`config.mk`:
```
export PLATFORM = sky130hd
export DESIGN_NAME = des_reg_rx
export DESIGN_NICKNAME = d
export VERILOG_FILES = /design/src/rtl/des_reg_rx.sv
export SDC_FILE = /design/constraint.sdc
export NUM_CORES = 1
export LEC_CHECK = 0
export CAP_MARGIN = 20
export CORE_UTILIZATION = 30
export CTS_CLUSTER_SIZE = 12
export DETAILED_ROUTE_END_ITERATION = 6
export PLACE_DENSITY = 0.57
export SLEW_MARGIN = 20
export SYNTH_ARGS = -nofsm -noshare
export SYNTH_HDL_FRONTEND = slang
export SYNTH_SLANG_ARGS = --single-unit
```
`constraint.sdc`:
```
create_clock -name clk -period 1.8 [get_ports clk]
set_input_delay 0.18 -clock clk [delete_from_list [all_inputs] [get_ports clk]]
set_output_delay 0.18 -clock clk [all_outputs]
set_load 0.01 [all_outputs]
```
`src/rtl/des_reg_rx.sv`:
```
// Serial nibble receiver: start/data/parity/stop framing
// into a 2-entry FIFO with valid/ready read side.
module des_reg_rx #(
  parameter int PAR_EN = 1
) (
  input  logic       clk,
  input  logic       reset,
  input  logic       enb,
  input  logic       dir,
  input  logic       s_in,
  input  logic       rdy,
  output logic [3:0] q,
  output logic       valid,
  output logic       err_par,
  output logic       err_frm,
  output logic       ovf
);

  typedef enum logic [1:0] {
    IDLE,
    DATA,
    PAR,
    STOP
  } state_t;

  state_t     r_state;
  logic [3:0] r_sh;
  logic [1:0] r_cnt;
  logic       r_dir;
  logic       r_bad;
  logic       r_err_par;
  logic       r_err_frm;
  logic       r_ovf;

  logic [3:0] r_mem [2];
  logic       r_wr;
  logic       r_rd;
  logic [1:0] r_fcnt;

  logic       w_push;
  logic       w_pop;
  logic       w_full;
  logic       w_wr_ok;

  assign w_push  = enb && (r_state == STOP) && !s_in && !r_bad;
  assign w_pop   = rdy && (r_fcnt != 2'd0);
  assign w_full  = (r_fcnt == 2'd2);
  assign w_wr_ok = w_push && (!w_full || w_pop);

  assign q       = r_mem[r_rd];
  assign valid   = (r_fcnt != 2'd0);
  assign err_par = r_err_par;
  assign err_frm = r_err_frm;
  assign ovf     = r_ovf;

  always_ff @(posedge clk or posedge reset) begin
    if (reset) begin
      r_state   <= IDLE;
      r_sh      <= 4'd0;
      r_cnt     <= 2'd0;
      r_dir     <= 1'b0;
      r_bad     <= 1'b0;
      r_err_par <= 1'b0;
      r_err_frm <= 1'b0;
    end else if (enb) begin
      unique case (r_state)
        IDLE: begin
          if (s_in) begin
            r_state <= DATA;
            r_cnt   <= 2'd0;
            r_dir   <= dir;
            r_bad   <= 1'b0;
          end
        end
        DATA: begin
          if (r_dir)
            r_sh <= {s_in, r_sh[3:1]};
          else
            r_sh <= {r_sh[2:0], s_in};
          r_cnt <= r_cnt + 2'd1;
          if (r_cnt == 2'd3)
            r_state <= (PAR_EN != 0) ? PAR : STOP;
        end
        PAR: begin
          if ((^r_sh) ^ s_in) begin
            r_err_par <= 1'b1;
            r_bad     <= 1'b1;
          end
          r_state <= STOP;
        end
        STOP: begin
          // A high stop bit doubles as the next frame's start bit
          if (s_in) begin
            r_err_frm <= 1'b1;
            r_state   <= DATA;
            r_cnt     <= 2'd0;
            r_dir     <= dir;
            r_bad     <= 1'b0;
          end else begin
            r_state <= IDLE;
          end
        end
        default: r_state <= IDLE;
      endcase
    end
  end

  always_ff @(posedge clk or posedge reset) begin
    if (reset) begin
      r_mem[0] <= 4'd0;
      r_mem[1] <= 4'd0;
      r_wr     <= 1'b0;
      r_rd     <= 1'b0;
      r_fcnt   <= 2'd0;
      r_ovf    <= 1'b0;
    end else begin
      if (w_wr_ok) begin
        r_mem[r_wr] <= r_sh;
        r_wr        <= ~r_wr;
      end else if (w_push) begin
        r_ovf <= 1'b1;
      end
      if (w_pop)
        r_rd <= ~r_rd;
      unique case ({w_wr_ok, w_pop})
        2'b10:   r_fcnt <= r_fcnt + 2'd1;
        2'b01:   r_fcnt <= r_fcnt - 2'd1;
        default: r_fcnt <= r_fcnt;
      endcase
    end
  end

endmodule

```
# ---- After elaboration in Yosys (flattened, before gate mapping)
# Index checks and enable logic that the tools add are counted.
dict set report classes {
  add_sub_neg 3
  mul 0
  n_div 0
  n_lt_le_gt_ge 3
  eq_ne 11
  shifts 0
  muxes 17
  bitwise_logic 6
  reduce_logical 25
}
# cell n
set op_table {}
lappend op_table {{$mux 4} 5}
lappend op_table {{$reduce_and 3->1} 5}
lappend op_table {{$eq 2x2->1 const B} 5}
lappend op_table {{$bwmux 8} 1}
lappend op_table {{$pmux 2 s2} 2}
lappend op_table {{$pmux 2 s4} 1}
lappend op_table {{$reduce_bool 2->1} 4}
lappend op_table {{$logic_and 1x1->1} 6}
lappend op_table {{$mux 2} 3}
lappend op_table {{$ne 2x2->1 const B} 3}
lappend op_table {{$add 2x1->2 const B} 2}
lappend op_table {{$demux 4 s1} 1}
lappend op_table {{$eq 2x1->1 const B} 2}
lappend op_table {{$ge 2x2->1 const B} 2}
lappend op_table {{$not 1->2} 2}
lappend op_table {{$reduce_and 2->1} 2}
lappend op_table {{$reduce_and 4->1} 1}
lappend op_table {{$reduce_xor 4->1} 1}
lappend op_table {{$logic_not 1->1} 3}
lappend op_table {{$mux 1} 3}
lappend op_table {{$not 1->1} 3}
lappend op_table {{$logic_not 2->1} 1}
lappend op_table {{$lt 2x1->1 const B} 1}
lappend op_table {{$ne 2x1->1 const B} 1}
lappend op_table {{other kinds (5)} 5}
dict set report word_totals {
  register_bits 25
  latchBits 0
  ramBits 0
  mem_bits_ro 0
  input_bits 6
  word_cells 78
  mem_count 0
}

# ---- Logic depth before layout (Yosys ltp)
# Gate-level depths: netlist of run 1.
dict set report logic_depth {
  depth_word 7
  depth_mapped 7
  mapped_depth_nobuf 6
}

# ---- Least setup slack after synthesis of run 1
# No wires, ideal clock.
dict set report synth_path {
  path_kind {register to register}
  startpoint {register r_fcnt[0]}
  endpoint {register r_fcnt[1]}
  arrival_time_ns 1.472
  required_ns 1.721
  slack_ns 0.249
  path_stages_with_launch 6
  path_buffers 0
  period_less_slack_ns 1.551
  cell_sequence {dfrtp_1 > or2_2 > and2_1 > ha_1 > nor2_1 > xor2_1}
}
dict set report synth_via {
  elab_chain_len 6
  word_cells_on_any_way 12
}
# item line
set synth_rtl {}
lappend synth_rtl {{start: declaration} 38} ;# logic [1:0] r_fcnt;
lappend synth_rtl {{start signal: assignment} 126} ;# 2'b10: r_fcnt <= r_fcnt + 2'd1;
lappend synth_rtl {{start signal: assignment} 127} ;# 2'b01: r_fcnt <= r_fcnt - 2'd1;
lappend synth_rtl {{start signal: assignment} 128} ;# default: r_fcnt <= r_fcnt;
lappend synth_rtl {{$reduce_bool 2->1 (*)} -}
lappend synth_rtl {{named net valid} 13} ;# output logic valid,
lappend synth_rtl {{$logic_and 1x1->1 (*)} 46} ;# assign w_pop = rdy && (r_fcnt != 2'd0);
lappend synth_rtl {{named net w_pop} 41} ;# logic w_pop;
lappend synth_rtl {{$logic_or 1x1->1} 48} ;# assign w_wr_ok = w_push && (!w_full || w_pop);
lappend synth_rtl {{$logic_and 1x1->1} 48}
lappend synth_rtl {{$eq 2x1->1 or $eq 2x2->1 (tied branches)} 125} ;# unique case ({w_wr_ok, w_pop})
lappend synth_rtl {{$pmux 2 s2 or $reduce_bool 2->1 (tied branches)} -}
# The timed path passes the listed nets; every way through them passes the cells marked *.
# A chain may end at the register's enable or synchronous reset.

# ---- Worst setup path in the final report of run 1
dict set report layout_path {
  startpoint {register r_rd}
  endpoint {output q[1]}
}
dict set report layout_via {
  elab_chain_len 4
}
# item line
set layout_rtl {}
lappend layout_rtl {{start: declaration} 37} ;# logic r_rd;
lappend layout_rtl {{start signal: assignment} 124} ;# r_rd <= ~r_rd;
lappend layout_rtl {{$not 1->2 (implied by the code)} 50} ;# assign q = r_mem[r_rd];
lappend layout_rtl {{$mux 4 (implied by the code) (3 in a row)} 50}
lappend layout_rtl {{end: declaration} 12} ;# output logic [3:0] q,
# Every way passes these cells. The select of a mux whose other input is x is not followed.

==> summary by stage, run 1 <==
Timing
The number of max-slew violations in the final report was 0. The slew at the pin closest to its max-slew limit is about 0.38 ns. Setup violations remaining at the end of the flow were counted as 0. On the final layout, the worst clock skew is around 0.0086 ns.

The number of hold violations in the final report is 0. In the final timing run, aggregate negative setup slack is 0 ns. The tightest slew margin relative to the limit is 0.739.

After layout, the minimum clock period comes to roughly 1.7 ns. The final worst slack is 0.0937 ns. The achievable clock frequency is 586 MHz. The post-route fraction of the period consumed by the critical path is 0.948. Setup repair after global routing left no endpoint under its margin.

Global routing
The combined global-route utilization of all metal layers is 0.109. The first-pass GRT wire length is 3730 um. The largest net degree at the start of global routing is 26. The initial antenna violation count is 0. The total overflow left after global routing is 0. The number of global-route vias before repair was 794.

Placement
The half-perimeter wire length of the detailed placement result is between 1500 and 2000 um. The instance count after placement with tap cells included is 168. The congestion estimate from routability-driven global placement came to 0.730. The total of buffers placed on input and output ports is 13. Timing analysis after detailed placement gives a worst setup slack of 0.00683 ns.

Clock tree
The number of hold buffers added after CTS was 0. After clock tree synthesis, the clock-pin slew on the worst setup and hold paths is ~0.1 ns. At the later pin of the worst-skew pair, clock insertion delay measures around 0.27 ns.

The longest clock path from root to sink contains 2 buffers. The root buffer cell chosen for the clock tree is clkbuf_8. Clock tree synthesis found a total of 25 sinks.

The number of clock buffers added by TritonCTS is 3. The number of H-tree branching levels is 1. The CTS tree is yes.

Layout
In the final layout, the share of cells above drive strength 1 is 0.254. The synthesis-to-finish area growth is 19.6%. The count of cells in the finished layout, fillers not included, comes to 172. The number of nets in the final layout is around 140.

Fill cells in the final layout number 407. Measured on the finished design, the core utilization comes to 0.382. The number of antenna diodes is 0.

Routing
The routed design has 2190 um of wire. After detailed routing, the number of remaining DRC violations is 0. Across all layers, the routed design uses 803 vias. The violation count after the first detailed-route iteration is 16. The per-cell routed wire length is 12.7 um.

The remaining number of nets flagged by the antenna check after routing is 0. Using the TritonRoute via totals, the vias-per-cell ratio works out to 4.67. Before antenna repair, the detailed router went through 3 iterations.

Die
The floorplan die height is 68.0 um. The row count is 23. The initial standard-cell utilization of the core is 0.319. The die area is 0.00462 mm^2. The horizontal die dimension is just under 70 um. The area of the core is ~0.004 mm^2.

For this design the top-level I/O count stands at 14.

Worst setup path
Measured in cells, the most critical reg-to-reg path has a length of 5. The startpoint class of the critical path is a flop. The cell with the largest stage delay on the worst path is clkdlybuf4s50_1. The register-to-register setup slack is 0.18 ns. For this run, the slowest stage of the critical path takes 0.47 ns. The startpoint identified for the worst register-to-register timing path is r_fcnt[0]$_DFFE_PP0P_. The endpoint identified for the worst register-to-register timing path is r_fcnt[1]$_DFFE_PP0P_. The critical path start-end classification is flop to primary output.

Walking the worst path, the cells encountered are mux2_2, clkdlybuf4s50_1. The required time at the worst-slack endpoint is 1.62 ns. The nature of the critical path endpoint is a primary output. The arrival time at the worst endpoint is between 1.5 and 2 ns. Of all nets on the critical path, the largest fanout is 5.

Power and ir drop
The worst ir drop on vdd is 0.000634 V. The leakage power figure is 0.709 nW. Dividing total power by cell area gives a power density of 1750 mW/mm^2.

Yosys
Counting flops and latches in the post-synthesis netlist gives 25. Summing every instance area after synthesis gives 0.00131 mm^2. Synthesis handed over a netlist of 104 instances. Yosys mapped the design onto 31 distinct sky130hd cell types. The net count after synthesis is 117.

The average instance in the mapped netlist occupies 12.5 um^2. The count of yosys warnings during synthesis is 0. The synthesized design spends more area on one cell type than any other, namely dfrtp_1. By area the synthesized netlist is led by dfrtp_1 (48%), mux2_2 (9.5%), ha_1 (6.7%). Of the post-synthesis cell area, the dominant cell type holds 0.479. Of the synthesized area, sequential elements account for 0.479.

Job
The max-capacitance violation count is 0.

Min path
The path class of the tightest hold or removal check is input port to asynchronous set/reset pin.

Outcome
The run finished with clean final reports.
layer usage:
layer / GRT usage / up-vias / wire, um / share of wire
li1: - / 399 / - / -
met1: 0.137 / 389 / 1090 / 0.50
met2: 0.180 / 12 / 1010 / 0.46
met3: 0.0400 / 3 / 79 / 0.036
met4: 0.0156 / 0 / 7 / 0.0032
met5: 0 / - / 0 / 0
where the power goes:
part / total, mW / internal (mW) / switching (mW) / leakage [nW]
registers: 1.10 / 0.834 / 0.266 / 0.289
logic: 1.28 / 0.777 / 0.503 / 0.398
clock network: 0.343 / 0.157 / 0.186 / 0.0217
total: 2.72 / 1.77 / 0.955 / 0.709
state kept, by name, indices dropped and copies added (netlist names):
register,cells
r_mem,8
r_sh,4
r_cnt,2
r_fcnt,2
r_state,2
err_frm,1
err_par,1
ovf,1
r_bad,1
r_dir,1
r_rd,1
r_wr,1
layout make-up:
cell class | instances | area, um^2 | share of cell area
Sequential cell | 25 | 627 | 0.402
Tap cell | 50 | 62.6 | 0.0401
Timing Repair Buffer | 19 | 175 | 0.112
Inverter | 6 | 22.5 | 0.0144
Multi-Input combinational cell | 68 | 624 | 0.400
Clock inverter | 1 | 7.51 | 0.00481
Clock buffer | 3 | 41.3 | 0.0265
kinds of logic (layout without fill, tap and decap cells):
family | after synthesis | in the layout | share of synthesized area
flip-flops | 25 | 25 | 0.479
multiplexers | 19 | 19 | 0.172
AO/OA/AOI/OAI | 17 | 17 | 0.0930
AND/OR/NAND/NOR | 17 | 17 | 0.0825
buffers and inverters | 11 | 29 | 0.0422
XOR/XNOR | 8 | 8 | 0.0642
adder cells (fa/ha/maj) | 7 | 7 | 0.0671
worst max-delay path, delay by kind of cell, from the launching register on:
kind                   cells  cell delay (ns)
multiplexers               1             0.35
buffers and inverters      1             0.47
flip-flops                 1             0.43
stage by stage:
stage	power, mW	hold slack (ns)	cell area [um^2]
final	2.72	0.253	1560
after floorplan	1.98	0.207	1310
after detailed placement	2.41	0.459	1510
after CTS	2.77	0.259	1560
after global routing	2.96	0.291	1560
after global placement	2.36	0.456	1510
cells in the final DEF, fill, tap and decap left out:
master            n
buf_4             6
ha_1              7
clkbuf_8          3
nand4_1           1
o21bai_1          1
nor2_4            1
or2_2             1
o211ai_1          1
clkdlybuf4s50_1  13
a21oi_1           5
a2111oi_0         1
clkinvlp_4        1
a41o_1            1
o21ai_0           2
nor3b_1           1
xnor2_1           4
nand2_1           2
inv_1             6
xnor3_1           1
mux2_2           11
nor2_1            7
a22o_1            3
o221ai_1          1
and2_1            2
mux2_4            4
dfrtp_2           1
mux2i_1           4
xor2_1            3
nand4b_4          1
or2_1             1
a31o_2            2
dfrtp_1          24
synthesized netlist by cell type:
cell,n
a22o_1,3
a21oi_1,5
a2111oi_0,1
ha_1,7
nor3b_1,1
nand2_1,2
a41o_1,1
mux2_4,4
or2_2,1
and2_1,2
inv_1,6
nand4b_4,1
nand4_1,1
o221ai_1,1
mux2i_1,4
o21ai_0,2
dfrtp_1,25
buf_2,2
buf_1,1
o21bai_1,1
buf_6,1
buf_4,1
xor2_1,3
nor2_1,7
xnor3_1,1
mux2_2,11
xnor2_1,4
nor2_4,1
or2_1,1
o211ai_1,1
a31o_2,2
worst max-delay path by stage:
stage | startpoint | end | slack, ns | depth (start not counted)
after floorplan | r_fcnt[0]$_DFFE_PP0P_ | r_fcnt[1]$_DFFE_PP0P_ | 0.25 | 5
after global placement | rdy | r_mem[0]$_DFFE_PP0P_ | 0.05 | 5
after detailed placement | rdy | r_mem[2]$_DFFE_PP0P_ | 0.007 | 5
after CTS | r_rd$_DFFE_PP0P_ | q[1] | 0.008 | 2
after global routing | r_state[1]$_DFFE_PP0P_ | r_state[0]$_DFFE_PP0P_ | 0.02 | 6
final | r_rd$_DFFE_PP0P_ | q[1] | 0.09 | 2
repair_timing:
action	4_1_cts	5_1_grt
endpoints found under the setup margin	0	4
buffers inserted	0	0
resized for setup	0	1
(Power assumes the default switching activity.)
==> run 2: changes to the inputs <==
Settings changed: CAP_MARGIN 20 to not set.
==> results of run 2 <==
The final DEF is identical to that of run 1; final timing and power are the same.
